### src/rtl/mx_fp32_block_collect.sv
// mx_fp32_block_collect
// Collects one MX block of BLOCK_SIZE FP32 elements from a valid/ready source,
// tracks the maximum biased exponent as the shared E8M0 scale, and replays the
// buffered elements in arrival order with the scale held for the whole block.
//
// State table:
//   COLLECT | accepting input elements; in_ready_o=1, out_valid_o=0
//   EMIT    | replaying buffered block; in_ready_o=0, out_valid_o=1
//
// Ports:
//   clk, rst_n      clock, asynchronous active-low reset
//   in_valid_i      upstream element valid
//   in_data_i       upstream FP32 element
//   in_ready_o      element accepted this cycle (COLLECT only)
//   out_valid_o     buffered element available (EMIT only)
//   out_data_o      buffered FP32 element, arrival order
//   out_scale_o     shared scale of the current block
//   out_first_o     out_data_o is element 0
//   out_last_o      out_data_o is element BLOCK_SIZE-1
//   out_ready_i     downstream accepts current element
//   scale_nan_o     current block scale is 0xFF
module mx_fp32_block_collect #(
  parameter int BLOCK_SIZE  = 32,
  parameter int FP32_WIDTH  = 32,
  parameter int SCALE_WIDTH = 8
) (
  input  logic                   clk,
  input  logic                   rst_n,
  input  logic                   in_valid_i,
  input  logic [FP32_WIDTH-1:0]  in_data_i,
  output logic                   in_ready_o,
  output logic                   out_valid_o,
  output logic [FP32_WIDTH-1:0]  out_data_o,
  output logic [SCALE_WIDTH-1:0] out_scale_o,
  output logic                   out_first_o,
  output logic                   out_last_o,
  input  logic                   out_ready_i,
  output logic                   scale_nan_o
);

  localparam int IW = $clog2(BLOCK_SIZE);
  localparam logic [IW-1:0] LAST_IDX = IW'(BLOCK_SIZE - 1);

  typedef enum logic {
    COLLECT = 1'b0,
    EMIT    = 1'b1
  } state_t;

  state_t                 state_q, state_d;
  logic [IW-1:0]          wr_idx_q, wr_idx_d;
  logic [IW-1:0]          rd_idx_q, rd_idx_d;
  logic [SCALE_WIDTH-1:0] run_max_q, run_max_d;
  logic [SCALE_WIDTH-1:0] scale_q, scale_d;
  logic                   nan_q, nan_d;
  logic [FP32_WIDTH-1:0]  buf_q [BLOCK_SIZE];

  logic                   emit;
  logic                   in_fire;
  logic                   out_fire;
  logic [SCALE_WIDTH-1:0] in_exp;
  logic [SCALE_WIDTH-1:0] new_max;

  assign emit     = (state_q == EMIT);
  assign in_fire  = in_valid_i && !emit;
  assign out_fire = emit && out_ready_i;

  // Biased exponent: zeros and subnormals give 0, Inf/NaN give all-ones,
  // so a plain max already saturates the scale to 0xFF for non-finite input.
  assign in_exp  = SCALE_WIDTH'(in_data_i[30:23]);
  assign new_max = (in_exp > run_max_q) ? in_exp : run_max_q;

  always_comb begin
    state_d   = state_q;
    wr_idx_d  = wr_idx_q;
    rd_idx_d  = rd_idx_q;
    run_max_d = run_max_q;
    scale_d   = scale_q;
    nan_d     = nan_q;
    if (in_fire) begin
      if (wr_idx_q == LAST_IDX) begin
        scale_d   = new_max;
        nan_d     = (new_max == '1);
        run_max_d = '0;
        wr_idx_d  = '0;
        rd_idx_d  = '0;
        state_d   = EMIT;
      end else begin
        run_max_d = new_max;
        wr_idx_d  = wr_idx_q + IW'(1);
      end
    end
    if (out_fire) begin
      if (rd_idx_q == LAST_IDX) begin
        rd_idx_d = '0;
        state_d  = COLLECT;
      end else begin
        rd_idx_d = rd_idx_q + IW'(1);
      end
    end
  end

  always_ff @(posedge clk or negedge rst_n) begin
    if (!rst_n) begin
      state_q   <= COLLECT;
      wr_idx_q  <= '0;
      rd_idx_q  <= '0;
      run_max_q <= '0;
      scale_q   <= '0;
      nan_q     <= 1'b0;
    end else begin
      state_q   <= state_d;
      wr_idx_q  <= wr_idx_d;
      rd_idx_q  <= rd_idx_d;
      run_max_q <= run_max_d;
      scale_q   <= scale_d;
      nan_q     <= nan_d;
    end
  end

  // Element storage is deliberately not reset; a reset restarts collection
  // from index 0, so stale entries are always overwritten before replay.
  always_ff @(posedge clk) begin
    if (in_fire) begin
      buf_q[wr_idx_q] <= in_data_i;
    end
  end

  assign in_ready_o  = !emit;
  assign out_valid_o = emit;
  assign out_data_o  = emit ? buf_q[rd_idx_q] : '0;
  assign out_first_o = emit && (rd_idx_q == '0);
  assign out_last_o  = emit && (rd_idx_q == LAST_IDX);
  assign out_scale_o = scale_q;
  assign scale_nan_o = nan_q;

endmodule

### config.mk
export PLATFORM = sky130hd
export DESIGN_NAME = mx_fp32_block_collect
export DESIGN_NICKNAME = d
export VERILOG_FILES = /design/src/rtl/mx_fp32_block_collect.sv
export SDC_FILE = /design/constraint.sdc
export NUM_CORES = 1
export LEC_CHECK = 0
export CELL_PAD_IN_SITES_DETAIL_PLACEMENT = 0
export CELL_PAD_IN_SITES_GLOBAL_PLACEMENT = 1
export CORE_ASPECT_RATIO = 1.4
export CORE_MARGIN = 1
export CORE_UTILIZATION = 44
export CTS_BUF_LIST = sky130_fd_sc_hd__clkbuf_16
export CTS_CLUSTER_DIAMETER = 50
export DETAILED_ROUTE_END_ITERATION = 8
export PLACE_DENSITY_LB_ADDON = 0.08
export SLEW_MARGIN = 25
export SYNTH_ARGS = -nofsm -noshare
export SYNTH_HDL_FRONTEND = slang
export SYNTH_SLANG_ARGS = --single-unit
### constraint.sdc
create_clock -name clk -period 6.3 [get_ports clk]
set_clock_uncertainty 0.2 [all_clocks]
set_input_delay 1.575 -clock clk [delete_from_list [all_inputs] [get_ports clk]]
set_output_delay 1.575 -clock clk [all_outputs]
set_load 0.02 [all_outputs]
# [Word level (Yosys, flattened, before mapping)]
# Memory sizes are Yosys's and may differ from the RTL's.
# Index checks and enable logic that the tools add are counted.
[totals] regBits=28 latch_bits=0 ramBits=1024 rom_bits=0 input_bits=36 out_inout_bits=45 word_cells=37 mem_count=1
[op_classes] add_sub_neg=2 mul=0 n_div=0 magnitude_cmp=1 n_eq_ne=3 shift=0 mux=14 bitwise_logic=0 n_reduce_logical=10
[mem_list] memory="buf_q" depth=32 width=32 rd=1 rd_ports_with_merged_regs=0 wr=1 line_no="55" source="logic [FP32_WIDTH-1:0] buf_q [BLOCK_SIZE];"
[op_table] op="two-way mux 32 bit" n=1
[op_table] op="two-way mux 5 bit" n=5
[op_table] op="two-way mux 8 bit" n=2
[op_table] op="adder 5 x 1 -> 5 bit, second input constant" n=2
[op_table] op="== test 5 bit, second input constant" n=2
[op_table] op="== test 8 bit, second input constant" n=1
[op_table] op="> comparator 8 bit" n=1
[op_table] op="two-way mux 1 bit" n=6
[op_table] op="zero test 5 bit" n=1
[op_table] op="logical AND 1 bit" n=4
[op_table] op="AND reduction 2 bit" n=2
[op_table] op="nonzero test 2 bit" n=2
[op_table] op="zero test 1 bit" n=1

# [Logic depth before layout (Yosys ltp)]
[logic_depth] ltp_word=5 ltp_mapped=8 depth_no_buf=7

# [Least setup slack after synthesis]
# No wires, ideal clock.
[synth_timing] kind="input to register" startpoint="input port in_valid_i" endpoint="memory buf_q[31][0] (enable)" setup_ns=0.421 arrival_ns=3.565 required_time_ns=5.679 setup_slack_ns=2.114 cell_stages=4 path_buffers=1 cell_sequence="nor2b_1 > clkbuf_1 > nand2_1 > nor2_1"
[synth_between] elab_chain_len=3
[synth_lines] element="start, declared" line_no="29" source="input logic in_valid_i,"
[synth_lines] element="logical AND 1 bit" line_no="64" source="assign in_fire = in_valid_i && !emit;"
[synth_lines] element="two-way mux 1 bit" line_no="123" source="if (in_fire) begin"
[synth_lines] element="two-way mux 1 bit (not written as such)" line_no="124" source="buf_q[wr_idx_q] <= in_data_i;"
[synth_lines] element="end, declared" line_no="55"
# No other way between the ends.

# [Final worst setup path]
[layout_timing] startpoint="register rd_idx_q[0]" endpoint="output port out_data_o[19]"
[layout_between] elab_chain_len=2
[layout_lines] element="start, declared" line_no="51" source="logic [IW-1:0] rd_idx_q, rd_idx_d;"
[layout_lines] element="start signal, assigned" line_no="113" source="rd_idx_q <= rd_idx_d;"
[layout_lines] element="memory (32 x 32 bit)"
[layout_lines] element="two-way mux 32 bit" line_no="130" source="assign out_data_o = emit ? buf_q[rd_idx_q] : '0;"
[layout_lines] element="end, declared" line_no="33" source="output logic [FP32_WIDTH-1:0] out_data_o,"
# No other way between the ends.

==> flow_summary.ini <==
[run_status]
status = complete, no violations

[power_and_ir_drop]
peakVddDrop_mv = 0.271
power_density_nw_per_um2 = 414
p_total_mw = 19.5
p_leak_nw = 15.1

[final_layout]
nFillCells = 7373
drive_gt1_frac = 0.255
synthToLayoutAreaGrowth_pct = 15.0
final_cell_mix = edfxtp_1, mux4_2, nand2_1
fin_nets = 2195
fin_util = 0.510
mostFrequentLayoutCell = edfxtp_1
finalNonFillerCells = 3433
stdcell_area_um2 = 47100

[synth]
ys_async_sr_fraction = 0.0266
yosys_register_bits = 1052
yosys.area_share.simple = 0.0358
yosysSeqAreaShare = 0.769
synth-xor-area-share = 0.000428
synthFlopType = edfxtp_1
synth_compound_area_frac = 0.0205
ys_types = 40
yosys_warnings = 0
synthAdderAreaFrac = 0.00489
muxShareOfSynthArea = 0.155
avgSynthCellArea_um2 = 20.6
synthCells = 1982
synth_top_family_by_area = multiplexers
syn_area_um2 = 40900
synth-edff-count = 1024
syn_nets = 2034

[clocking]
root_buffer = clkbuf_16
path_clk_slew_ns = 0.06
cts_buffers = 103
cts_hold_buf = 0
cts_max_level = 3
insertion_delay_ns = 0.69
clk_path_buf_depth = 3
cts_post_setup_buffers_inserted = 0
clock-sinks = 1052
cts_resized = 0
cts_tree = done

[timing]
period_needed_ns = 5.71
tightest_slew_ns = 1.02
drv_slew = 0
hold_violations = 0
period_share = 0.907
setup_viol_count_final = 0
fin_ws_ns = 0.586
fin_tns_setup_ns = 0
slew_headroom = 0.316
whs_ns = 0.363
rsz0062_at_grt = no
timing.fmax_ghz = 0.175

[global_route]
track_usage = 0.239
grt_antenna_before_repair = 5
met1_usage = 0.311
busiest_layer = met2
grt_pass1_wl_um = 156000
overflow = 0
use_met2 = 0.405
grt.met3_usage = 0.0348
grt_pass1_vias = 21300
grt_max_degree = 87

[placed_design]
gp_congestion = 0.791
pre_cts_slack_ns = 1.26
portBuffers = 80
post_dp_cell_area_um2 = 43800
dp_cells = 3244
dp_hpwl_um = 58500

[die]
core_area_um2 = 92300
start_util = 0.443
die_w_um = 260
die_height_um = 363
row_count = 132
io_pins = 81
dieArea_um2 = 94200

[hold_path]
hold_path.class = register to register
hold_depth = 2

[flow_run]
cap_violations = 0

[detailed_routing]
drt-pass1-iter-count = 5
wl_um = 109000
vias_per_cell = 5.90
drt-initial-drc-count = 1809
antenna_left = 0
wire_per_inst_um = 31.8
vias = 20200
drc_errors = 0

[critical_path]
critPathKind = register to output pin
cp.required_ns = 4.53
start_kind = register
cp_max_fo = 23
arrival_ns = 3.94
crit_path_end_kind = output pin
ff2ff_path_depth = 4
## kinds of logic (layout without fill, tap and decap cells)
logic type,count (synthesis),in the layout
compound gates,129,129
xor+xnor,2,2
fa+ha+maj,16,16
buf+inv,124,368
flops,1052,1052
mux,311,311
other cells,0,1
simple gates,348,348
## routing by layer
metal	wire, um	up-vias
met4	3480	6
li1	-	8455
met5	39	-
met3	5740	145
met1	43900	11000
met2	56100	627
## layout make-up
| cell class | count | area, um^2 | area share |
|---|---|---|---|
| Sequential cell | 1052 | 31500 | 0.669 |
| Multi-Input combinational cell | 806 | 9100 | 0.193 |
| Clock buffer | 104 | 2600 | 0.0553 |
| Timing Repair Buffer | 165 | 1570 | 0.0334 |
| Tap cell | 1206 | 1510 | 0.0321 |
| Clock inverter | 84 | 747 | 0.0159 |
| Inverter | 15 | 56.3 | 0.00120 |
| Antenna cell | 1 | 2.50 | 0.0000532 |
## final timing paths
kind,slack [ns],endpoint,startpoint
worst max-delay path,0.59,out_data_o[19],rd_idx_q[0]
worst min register to register,0.36,out_scale_o[4],out_scale_o[4]
max in group asynchronous,4.49,rd_idx_q[0],rst_n
worst min-delay path,0.36,out_scale_o[4],out_scale_o[4]
worst max register to register,2.80,buf_q[13][17],out_valid_o
min in group asynchronous,1.07,out_scale_o[1],rst_n
## cells in the mapped netlist, types with 4 or more instances
| library cell | instances | area share |
|---|---|---|
| nor3b_1 | 7 | 0.0013 |
| dfrtp_1 | 28 | 0.017 |
| mux4_2 | 256 | 0.14 |
| inv_1 | 14 | 0.0013 |
| nand4_1 | 5 | 0.00076 |
| a31oi_1 | 8 | 0.0012 |
| nand3b_1 | 4 | 0.00073 |
| o22ai_1 | 32 | 0.0049 |
| nand3_1 | 45 | 0.0055 |
| edfxtp_1 | 1024 | 0.75 |
| clkbuf_1 | 62 | 0.0057 |
| nand2_1 | 224 | 0.021 |
| o311ai_0 | 8 | 0.0017 |
| buf_1 | 7 | 0.00064 |
| buf_6 | 12 | 0.0033 |
| mux2_2 | 19 | 0.0052 |
| o21ai_0 | 52 | 0.0064 |
| nor2_1 | 46 | 0.0042 |
| a21oi_1 | 5 | 0.00061 |
| a221o_1 | 18 | 0.0044 |
| ha_1 | 16 | 0.0049 |
| mux2i_1 | 36 | 0.0088 |
| buf_2 | 25 | 0.0031 |
## where the power goes
part | internal, mW | switching [mW] | total, mW
combinational | 2.29 | 2.72 | 5.01
clock | 3.47 | 2.65 | 6.12
sequential | 8.06 | 0.299 | 8.36
## sequential cells by signal (all words and copies together) (netlist names)
register,count
run_max_q,8
rd_idx_q,5
scale_nan_o,1
out_valid_o,1
out_scale_o,8
wr_idx_q,5
buf_q,1024
## worst max-delay path, stage by stage (launching register included)
cell and delay [ns]:
dfrtp_4 0.78, buf_4 0.40, mux4_2 0.28, nand2_1 0.06, nand3_1 0.12, o21ai_0 0.13
o22ai_1 0.69, clkdlybuf4s50_1 0.76
Note: power is estimated with default switching activity, not from simulation.
